===== src/rtl/multi_key_debounce_pkg.sv =====
// Shared types and width helpers for the multi-key button conditioner.
// Hold-FSM states and counter-sizing functions used by every channel.
package led_ctrl_pkg;

   typedef enum logic [1:0] {
      IDLE   = 2'd0,
      HELD   = 2'd1,
      REPEAT = 2'd2
   } holdState_e;

   // Bits needed to hold values 0..maxVal, never less than one bit.
   function automatic int cntWidth(input int maxVal);
      return (maxVal < 1) ? 1 : $clog2(maxVal + 1);
   endfunction

   function automatic int maxOf(input int a, input int b);
      return (a > b) ? a : b;
   endfunction

endpackage


===== src/rtl/multi_key_debounce_if.sv =====
// Key inputs and conditioned key outputs for the multi-key button conditioner.
// The master side drives raw keys; the slave side is the conditioner itself.
interface multi_key_debounce_if #(
   parameter int N_KEYS = 4
);

   logic [N_KEYS-1:0] key;
   logic [N_KEYS-1:0] key_state;
   logic [N_KEYS-1:0] press_pulse;
   logic [N_KEYS-1:0] release_pulse;
   logic [N_KEYS-1:0] long_pulse;
   logic [N_KEYS-1:0] repeat_pulse;

   modport master (
      output key,
      input  key_state,
      input  press_pulse,
      input  release_pulse,
      input  long_pulse,
      input  repeat_pulse
   );

   modport slave (
      input  key,
      output key_state,
      output press_pulse,
      output release_pulse,
      output long_pulse,
      output repeat_pulse
   );

endinterface


===== src/rtl/multi_key_debounce_chan.sv =====
// One push-button channel: synchroniser, stable-time debounce filter and hold FSM
// producing registered press/release/long/repeat pulses.
module key_debounce_chan
   import led_ctrl_pkg::*;
#(
   parameter int DEBOUNCE_CYCLES = 1500000,
   parameter int LONG_CYCLES     = 50000000,
   parameter int REPEAT_CYCLES   = 10000000
) (
   input  logic clk,
   input  logic rst,
   input  logic key_i,
   output logic keyState_o,
   output logic pressPulse_o,
   output logic releasePulse_o,
   output logic longPulse_o,
   output logic repeatPulse_o
);

   localparam int DW = cntWidth(DEBOUNCE_CYCLES);
   localparam int HW = cntWidth(maxOf(LONG_CYCLES, REPEAT_CYCLES));
   localparam logic [DW-1:0] DEB_LAST  = DW'(DEBOUNCE_CYCLES - 1);
   localparam logic [HW-1:0] LONG_LAST = HW'(LONG_CYCLES - 1);
   localparam logic [HW-1:0] REP_LAST  = HW'(REPEAT_CYCLES - 1);

   logic          sync1_q;
   logic          sync2_q;
   logic          keyState_q;
   logic          keyState_d;
   logic [DW-1:0] dcnt_q;
   logic [DW-1:0] dcnt_d;
   holdState_e    state_q;
   holdState_e    state_d;
   logic [HW-1:0] hcnt_q;
   logic [HW-1:0] hcnt_d;
   logic          press_q;
   logic          press_d;
   logic          release_q;
   logic          release_d;
   logic          long_q;
   logic          long_d;
   logic          repeat_q;
   logic          repeat_d;
   logic          accept;
   logic          pressAccept;
   logic          releaseAccept;

   // All state registers; the released level is the reset value of the synchroniser.
   always_ff @(posedge clk or posedge rst) begin
      if (rst) begin
         sync1_q    <= 1'b0;
         sync2_q    <= 1'b0;
         keyState_q <= 1'b0;
         dcnt_q     <= '0;
         state_q    <= IDLE;
         hcnt_q     <= '0;
         press_q    <= 1'b0;
         release_q  <= 1'b0;
         long_q     <= 1'b0;
         repeat_q   <= 1'b0;
      end else begin
         sync1_q    <= key_i;
         sync2_q    <= sync1_q;
         keyState_q <= keyState_d;
         dcnt_q     <= dcnt_d;
         state_q    <= state_d;
         hcnt_q     <= hcnt_d;
         press_q    <= press_d;
         release_q  <= release_d;
         long_q     <= long_d;
         repeat_q   <= repeat_d;
      end
   end

   // Any sample agreeing with the accepted level restarts the stable-time window.
   always_comb begin
      keyState_d = keyState_q;
      dcnt_d     = '0;
      accept     = 1'b0;
      if (sync2_q != keyState_q) begin
         if (dcnt_q == DEB_LAST) begin
            accept     = 1'b1;
            keyState_d = sync2_q;
         end else begin
            dcnt_d = dcnt_q + 1'b1;
         end
      end
   end

   assign pressAccept   = accept & sync2_q;
   assign releaseAccept = accept & ~sync2_q;

   always_comb begin
      state_d = state_q;
      hcnt_d  = hcnt_q;
      case (state_q)
         IDLE: begin
            hcnt_d = '0;
            if (pressAccept) begin
               state_d = HELD;
            end
         end
         HELD: begin
            if (releaseAccept) begin
               state_d = IDLE;
               hcnt_d  = '0;
            end else if (hcnt_q == LONG_LAST) begin
               state_d = REPEAT;
               hcnt_d  = '0;
            end else begin
               hcnt_d = hcnt_q + 1'b1;
            end
         end
         REPEAT: begin
            if (releaseAccept) begin
               state_d = IDLE;
               hcnt_d  = '0;
            end else if (hcnt_q == REP_LAST) begin
               hcnt_d = '0;
            end else begin
               hcnt_d = hcnt_q + 1'b1;
            end
         end
         default: begin
            state_d = IDLE;
            hcnt_d  = '0;
         end
      endcase
   end

   // A release accepted on a terminal-count cycle suppresses the long/repeat pulse.
   always_comb begin
      press_d   = pressAccept;
      release_d = releaseAccept;
      long_d    = (state_q == HELD) && !releaseAccept && (hcnt_q == LONG_LAST);
      repeat_d  = (state_q == REPEAT) && !releaseAccept && (hcnt_q == REP_LAST);
   end

   assign keyState_o     = keyState_q;
   assign pressPulse_o   = press_q;
   assign releasePulse_o = release_q;
   assign longPulse_o    = long_q;
   assign repeatPulse_o  = repeat_q;

   pulsesExclusive: assert property (@(posedge clk) disable iff (rst)
      $onehot0({press_q, release_q, long_q, repeat_q}));

endmodule


===== src/rtl/multi_key_debounce.sv =====
// N-channel push-button conditioner: input polarity fix-up, one debounce channel
// per key, and optional suppression of auto-repeat pulses.
module multi_key_debounce
   import led_ctrl_pkg::*;
#(
   parameter int N_KEYS          = 4,
   parameter int DEBOUNCE_CYCLES = 1500000,
   parameter int LONG_CYCLES     = 50000000,
   parameter int REPEAT_CYCLES   = 10000000,
   parameter int REPEAT_EN       = 1,
   parameter int ACTIVE_LOW      = 0
) (
   input logic             clk,
   input logic             button1,
   multi_key_debounce_if.slave keys
);

   localparam logic INVERT = (ACTIVE_LOW != 0);

   logic [N_KEYS-1:0] keyIn;
   logic [N_KEYS-1:0] stateVec;
   logic [N_KEYS-1:0] pressVec;
   logic [N_KEYS-1:0] releaseVec;
   logic [N_KEYS-1:0] longVec;
   logic [N_KEYS-1:0] repeatVec;

   // Channels always see 1 = pressed, whatever the board wiring.
   assign keyIn = keys.key ^ {N_KEYS{INVERT}};

   for (genvar i = 0; i < N_KEYS; i++) begin : gChan
      key_debounce_chan #(
         .DEBOUNCE_CYCLES(DEBOUNCE_CYCLES),
         .LONG_CYCLES    (LONG_CYCLES),
         .REPEAT_CYCLES  (REPEAT_CYCLES)
      ) uChan (
         .clk           (clk),
         .rst           (button1),
         .key_i         (keyIn[i]),
         .keyState_o    (stateVec[i]),
         .pressPulse_o  (pressVec[i]),
         .releasePulse_o(releaseVec[i]),
         .longPulse_o   (longVec[i]),
         .repeatPulse_o (repeatVec[i])
      );
   end

   assign keys.key_state     = stateVec;
   assign keys.press_pulse   = pressVec;
   assign keys.release_pulse = releaseVec;
   assign keys.long_pulse    = longVec;
   assign keys.repeat_pulse  = (REPEAT_EN != 0) ? repeatVec : '0;

endmodule


===== src/flat_wrapper.sv =====
// flat-port wrapper written by rule: the top's interface ports become plain ports
module multi_key_debounce_flat import led_ctrl_pkg::*;
#(
   parameter int N_KEYS          = 4,
   parameter int DEBOUNCE_CYCLES = 1500000,
   parameter int LONG_CYCLES     = 50000000,
   parameter int REPEAT_CYCLES   = 10000000,
   parameter int REPEAT_EN       = 1,
   parameter int ACTIVE_LOW      = 0
)
  (clk, button1, keys_key, keys_key_state, keys_press_pulse, keys_release_pulse, keys_long_pulse, keys_repeat_pulse);
  multi_key_debounce_if #(.N_KEYS(N_KEYS)) keys_i ();
  input logic clk;
  input logic button1;
  input wire logic [$bits(keys_i.key)-1:0] keys_key;
  output wire logic [$bits(keys_i.key_state)-1:0] keys_key_state;
  output wire logic [$bits(keys_i.press_pulse)-1:0] keys_press_pulse;
  output wire logic [$bits(keys_i.release_pulse)-1:0] keys_release_pulse;
  output wire logic [$bits(keys_i.long_pulse)-1:0] keys_long_pulse;
  output wire logic [$bits(keys_i.repeat_pulse)-1:0] keys_repeat_pulse;
  assign keys_i.key = keys_key;
  assign keys_key_state = keys_i.key_state;
  assign keys_press_pulse = keys_i.press_pulse;
  assign keys_release_pulse = keys_i.release_pulse;
  assign keys_long_pulse = keys_i.long_pulse;
  assign keys_repeat_pulse = keys_i.repeat_pulse;
  multi_key_debounce #(.N_KEYS(N_KEYS), .DEBOUNCE_CYCLES(DEBOUNCE_CYCLES), .LONG_CYCLES(LONG_CYCLES), .REPEAT_CYCLES(REPEAT_CYCLES), .REPEAT_EN(REPEAT_EN), .ACTIVE_LOW(ACTIVE_LOW)) u_core (.clk(clk), .button1(button1), .keys(keys_i));
endmodule

===== config.mk =====
export PLATFORM = sky130hd
export DESIGN_NAME = multi_key_debounce_flat
export DESIGN_NICKNAME = d
export VERILOG_FILES = /design/src/rtl/multi_key_debounce_pkg.sv /design/src/rtl/multi_key_debounce_if.sv /design/src/rtl/multi_key_debounce_chan.sv /design/src/rtl/multi_key_debounce.sv /design/src/flat_wrapper.sv
export SDC_FILE = /design/constraint.sdc
export NUM_CORES = 1
export LEC_CHECK = 0
export BUFFER_PORTS_ARGS = -buffer_cell sky130_fd_sc_hd__buf_2
export CORE_ASPECT_RATIO = 0.6
export CORE_MARGIN = 8
export CORE_UTILIZATION = 35
export DETAILED_ROUTE_END_ITERATION = 7
export GPL_TIMING_DRIVEN = 0
export PLACE_DENSITY = 0.53
export REMOVE_ABC_BUFFERS = 1
export SLEW_MARGIN = 20
export SYNTH_ARGS = -nofsm -noshare
export SYNTH_HDL_FRONTEND = slang
export SYNTH_SLANG_ARGS = --single-unit

===== constraint.sdc =====
create_clock -name clk -period 18.6 [get_ports clk]
set_input_delay 1.86 -clock clk [delete_from_list [all_inputs] [get_ports clk]]
set_output_delay 1.86 -clock clk [all_outputs]
set_load 0.02 [all_outputs]

* Yosys cells after proc, flatten, opt, wreduce, memory -nomap -nowiden
Cells that the tools add are included.
** Cells by class
- Add/sub/neg operators :: 8
- Eq/ne operators :: 36
- Mux-type cells :: 56
- Bitwise logic cells :: 12
- Reductions and logical operators :: 32
** Operators with widths (number)
- 2-to-1 mux 26 bit :: 16
- case mux 26 bit (2 select lines) :: 4
- 2-to-1 mux 21 bit :: 8
- adder 26 x 1 -> 26 bit (second input constant) :: 4
- equality test 26 x 24 -> 1 bit (second input constant) :: 4
- equality test 26 bit (second input constant) :: 4
- adder 21 x 1 -> 21 bit (second input constant) :: 4
- equality test 21 bit (second input constant) :: 4
- 2-to-1 mux 2 bit :: 16
- case mux 2 bit (3 select lines) :: 4
- logical AND 1 bit :: 16
- inequality test 2 bit (second input constant) :: 8
- inequality test 3 bit (second input constant) :: 4
- AND reduction 3 bit :: 4
- AND 1 bit :: 8
- equality test 2 x 1 -> 1 bit (second input constant) :: 4
- equality test 2 bit (second input constant) :: 4
- logical NOT 2 bit :: 4
- 2-to-1 mux 1 bit :: 8
- AND reduction 2 bit :: 4
- logical NOT 1 bit :: 4
- inequality test 1 bit :: 4
- NOT 1 bit :: 4
** Storage, ports and cells
- Bits in registers :: 224
- Input bits :: 6
- Output and inout bits :: 20
- Logic and storage cells :: 184

* Depth between registers and ports, before layout
- Depth after elaboration :: 7
- Gate-level depth with buffers :: 9
- Mapped depth without buffers :: 8

* Modules after synthesis
A second synthesis with hierarchy kept.
** Unflattened totals
- Cells, all modules :: 1164
- Area, all modules :: 11320.9 sq um
** Modules (own cells, without submodules)
- key_debounce_chan :: times used 4, cells each 291, area an instance 2830.2 sq um, seq. area each 1401.3 sq um

* Worst setup path before layout
OpenSTA, ideal clock, no wires.
- Kind :: register to register
- Start point :: register u_core.gChan[3].uChan.dcnt_q[10]
- End point :: register u_core.gChan[3].uChan.state_q[0]
- Setup time :: 125 ps
- Data arrival time :: 2526 ps
- Required time :: 18475 ps
- Setup slack :: 15949 ps
- Cell stages (with the launch flop) :: 7
- Path buffers :: 0
- Period minus slack after synthesis :: 2651 ps
- Cells stage by stage :: dfrtp_1 -> or4b_2 -> or4_1 -> or4_4 -> inv_1 -> o31a_1 -> mux2_2
** Between the ends
- Word-level cells in the longest chain between the ends :: 6
- Elaborated cells between the ends (all ways) :: 11
- Those cells by class :: eq/ne (4); mux (4); bitwise (2); reduce/logical (1)
** Ends and longest elaborated chain
- start, declared :: line multi_key_debounce_chan.sv:30 : logic [DW-1:0] dcnt_q;
- start signal, assigned :: line multi_key_debounce_chan.sv:65 : dcnt_q <= dcnt_d;
- equality test 21 bit (*) :: line multi_key_debounce_chan.sv:81 : if (dcnt_q == DEB_LAST) begin
- 2-to-1 mux 1 bit (*) :: line multi_key_debounce_chan.sv:81
- 2-to-1 mux 1 bit (*) :: line multi_key_debounce_chan.sv:80 : if (sync2_q != keyState_q) begin
- AND 1 bit (*) :: line multi_key_debounce_chan.sv:91 : assign releaseAccept = accept & ~sync2_q;
- via u_core.gChan[3].uChan.releaseAccept :: line multi_key_debounce_chan.sv:46 : logic releaseAccept;
- inequality test 3 bit (no source line), or another cell as far along
- AND reduction 3 bit (no source line) / case mux 2 bit (3 select lines) (equally long branches)
- end signal, assigned :: line multi_key_debounce_chan.sv:66 : state_q <= state_d;
- end, declared :: line multi_key_debounce_chan.sv:32 : holdState_e state_q;
The timed path passes the listed nets; every way through them passes the cells marked *.
A chain may end at the register's enable or synchronous reset.

* Worst setup path after layout
- Start point :: register u_core.gChan[1].uChan.hcnt_q[0]
- End point :: register u_core.gChan[1].uChan.hcnt_q[17]
** Between the ends
- Word-level cells in the longest chain between the ends :: 4
- Elaborated cells between the ends (all ways) :: 8
- Those cells by class :: add/sub (1); eq/ne (2); mux (5)
** Ends and longest elaborated chain
- start, declared :: line multi_key_debounce_chan.sv:34 : logic [HW-1:0] hcnt_q;
- start signal, assigned :: line multi_key_debounce_chan.sv:67 : hcnt_q <= hcnt_d;
- adder 26 x 1 -> 26 bit, or another cell as far along :: line multi_key_debounce_chan.sv:111, multi_key_debounce_chan.sv:121
- 2-to-1 mux 26 bit (on tied branches) :: line multi_key_debounce_chan.sv:118, multi_key_debounce_chan.sv:107
- 2-to-1 mux 26 bit (on tied branches) :: line multi_key_debounce_chan.sv:115, multi_key_debounce_chan.sv:104
- case mux 26 bit (2 select lines) (*) :: line multi_key_debounce_chan.sv:96 : case (state_q)
- via u_core.gChan[1].uChan.hcnt_d[17] :: line multi_key_debounce_chan.sv:35 : logic [HW-1:0] hcnt_d;
Marked as above.

==> run metrics <==
Mapped Area=0.01096 mm²; Power, Total=998.1 µW; Pins Over Slew Limit=0; total CTS buffers=24; Final ANT Viol Nets=0; post_cts resized=0; Post-CTS Setup Bufs=0; CP startpoint=u_core.gChan[1].uChan.hcnt_q[0]; fmax=321.9 MHz; Slew @ Worst Pin=1.051 ns; Syn Area/Cell=9.794 µm²; CTS tree=yes; Fill cells=3,080; first-pass GRT wire length=36.65 mm; Yosys warnings=0; io pins=26; Vias/cell=4.759; post-DP HPWL=13.92 mm; outcome=finished, final reports clean; hold path start=u_core.gChan[2].uChan.sync1_q; sequential area share after synthesis=51.15%; Setup CP Type=flop to flop; P&R area growth vs syn=11.50%; Final min period=3.106 ns; drt initial violations=547; hold depth=0; GRT Util Overall=11.34%; skew final=0.01898 ns; # DRC=0; VDD IR-drop max=55.22 µV; Leakage=5.058 nW; setup TNS=0 ns; clock latency on the worst-skew pair=0.53 ns; CP required=18.96 ns; Hold WC Path Type=flop to flop; drt wl/cell=13.43 µm; Clk pin slew, worst setup/hold paths=0.06 ns; routability cong.=0.7895; largest net degree at the start of global routing=90; CP startpoint kind=flop; #FFs+latches synth=224; n_diodes=0; fraction of layout cells with a size suffix above 1=7.666%; Mapped Cells=1,119; total wire length=21.00 mm; CTS Hold Bufs=0; final worst-path cycle share=16.70%; final hold viol count=0; Clock Path Buffers=3; Post-synth EDFFs=0; top_reg_cell synth=dfrtp_1; R2R Path Start=u_core.gChan[1].uChan.hcnt_q[0]; # port buffers=25; synth unique cells=45; top cell type's share of synthesized area=51.15%; Reg2Reg Depth=7; grt ovf=0; pwr dens=81.68 mW/mm²; initial antenna violation count=0; Setup Viol. Count Final=0; worst path arrival time=3.47 ns; relative slew slack=29.73%; Rows=50; Starting Density=35.32%; RSZ-0062 raised after global routing=false; die width=244.4 µm; die extent in y=153.1 µm; Max Cap Viol=0; # H-tree levels=1; clock sink count=224; area leader, netlist=dfrtp_1; Crit. End Element=flop; drt pass-1 iters=4; Post-synth ARST share=100.0%; clock root cell=clkbuf_16; crit-path max FO=26; Vias=7,443; Layout Nets=1,161; core area=0.03103 mm²; dominant cells by area after synthesis=dfrtp_1 51%, nor2_1 8.1%, xor2_1 7.1%; DIE AREA=0.03742 mm²; vias in the first global route=7,160
## synth_stat cells, types with 3 or more instances
cell and n:
clkbuf_1 19, or4_1 8, nand2b_1 9, and4_1 10, nor4_1 18, nor3_1 23
inv_1 43, o31a_1 3, buf_4 20, xnor2_1 82, nor3b_1 7, nor2_1 237
xor2_1 89, nand2_1 73, a21oi_1 10, and3_1 27, mux2_2 7, nand3_1 73
nor4b_1 7, dfrtp_1 224, or3_1 11, o21ai_0 8, nand4b_1 5, or4b_2 4
ha_1 24, nor4bb_1 5, a21o_1 3, nand4_1 46
## registers in the layout (all words and copies together) (netlist names)
register / cells
u_core.gChan.uChan.longPulse_o: 4
u_core.gChan.uChan.hcnt_q: 104
u_core.gChan.uChan.sync2_q: 4
u_core.gChan.uChan.keyState_o: 4
u_core.gChan.uChan.repeatPulse_o: 4
u_core.gChan.uChan.dcnt_q: 84
u_core.gChan.uChan.releasePulse_o: 4
u_core.gChan.uChan.pressPulse_o: 4
u_core.gChan.uChan.state_q: 8
u_core.gChan.uChan.sync1_q: 4
## layer usage
layer  vias to the layer above  track usage [%]  wire, µm  part of all wire (%)
met5                         -                0         0                     0
met1                      3565            18.11     11820                    56
met4                         0            2.659       428                   2.0
met3                        30            2.402       747                   3.6
met2                        69            15.07      8004                    38
li1                       3779                -         -                     -
## placed cells by master, fill, tap and decap left out, types with 3 or more instances in the layout
| master | instances |
|---|---|
| xnor2_1 | 82 |
| nor3_1 | 23 |
| buf_2 | 25 |
| nand4b_1 | 5 |
| o31a_1 | 3 |
| clkbuf_1 | 5 |
| nor2_1 | 237 |
| nand4_1 | 46 |
| clkbuf_8 | 6 |
| nand2_1 | 73 |
| a21oi_1 | 10 |
| xor2_1 | 89 |
| o21ai_0 | 8 |
| and3_1 | 27 |
| nand2b_1 | 9 |
| and4_1 | 10 |
| or4_1 | 8 |
| nand3_1 | 73 |
| inv_1 | 42 |
| or3_1 | 11 |
| nor4b_1 | 7 |
| clkinv_2 | 5 |
| a21o_1 | 3 |
| dfrtp_1 | 224 |
| or4b_2 | 4 |
| mux2_2 | 7 |
| ha_1 | 24 |
| nor3b_1 | 7 |
| nor4_1 | 18 |
| clkbuf_16 | 24 |
| nor4bb_1 | 5 |
## cells by family after synthesis
group | share of synthesized area (%)
buffers and inverters | 3.767
AO/OA/AOI/OAI | 1.907
XOR/XNOR | 13.67
adder cells (fa/ha/maj) | 2.740
flip-flops | 51.15
AND/OR/NAND/NOR | 26.05
multiplexers | 0.7193
## through the flow
step	util (%)	cell area [µm²]	setup slack, ns	cells	hold slack [ns]
finish	39.38	12220	15.49	1564	0.3472
CTS	39.38	12220	15.46	1564	0.3504
global placement	36.59	11350	7.712	1519	0.3317
floorplan	-	10710	10.61	1078	0.3312
global route	39.38	12220	15.21	1564	0.3582
detailed placement	36.79	11420	15.45	1521	0.3364
## critical path: stages, from the launching register on
cell and delay, ns:
dfrtp_1 0.41, ha_1 0.19, or4b_2 0.62, nor4_1 0.39, nand4_1 0.22, a22o_1 0.28, nand3_1 0.71, nor2_1 0.12
## final cells by class
| cell class | instances | area (µm²) | area share (%) |
|---|---|---|---|
| inverters | 43 | 168.9 | 1.382 |
| multi-input cells | 811 | 4941 | 40.44 |
| flip-flops and latches | 224 | 5605 | 45.87 |
| well taps | 416 | 520.5 | 4.260 |
| clock buffers | 35 | 701.9 | 5.744 |
| clock inverters | 8 | 101.3 | 0.8294 |
| repair buffers | 27 | 180.2 | 1.475 |
## power by group
part / switching [mW] / total, mW / internal [mW]
Combinational: 0.0143 / 0.0185 / 0.00424
Clock: 0.197 / 0.487 / 0.289
Sequential: 0.00273 / 0.493 / 0.490
## final timing paths
kind | slack [ns] | endpoint
hold reg to reg | 0.35 | u_core.gChan[2].uChan.sync2_q
hold / removal | 0.35 | u_core.gChan[2].uChan.sync2_q
max in group asynchronous | 16.44 | u_core.gChan[0].uChan.dcnt_q[10]
setup / recovery | 15.49 | u_core.gChan[1].uChan.hcnt_q[17]
setup reg to reg | 15.49 | u_core.gChan[1].uChan.hcnt_q[17]
min in group asynchronous | 1.37 | u_core.gChan[1].uChan.dcnt_q[20]
(Power assumes the default switching activity.)
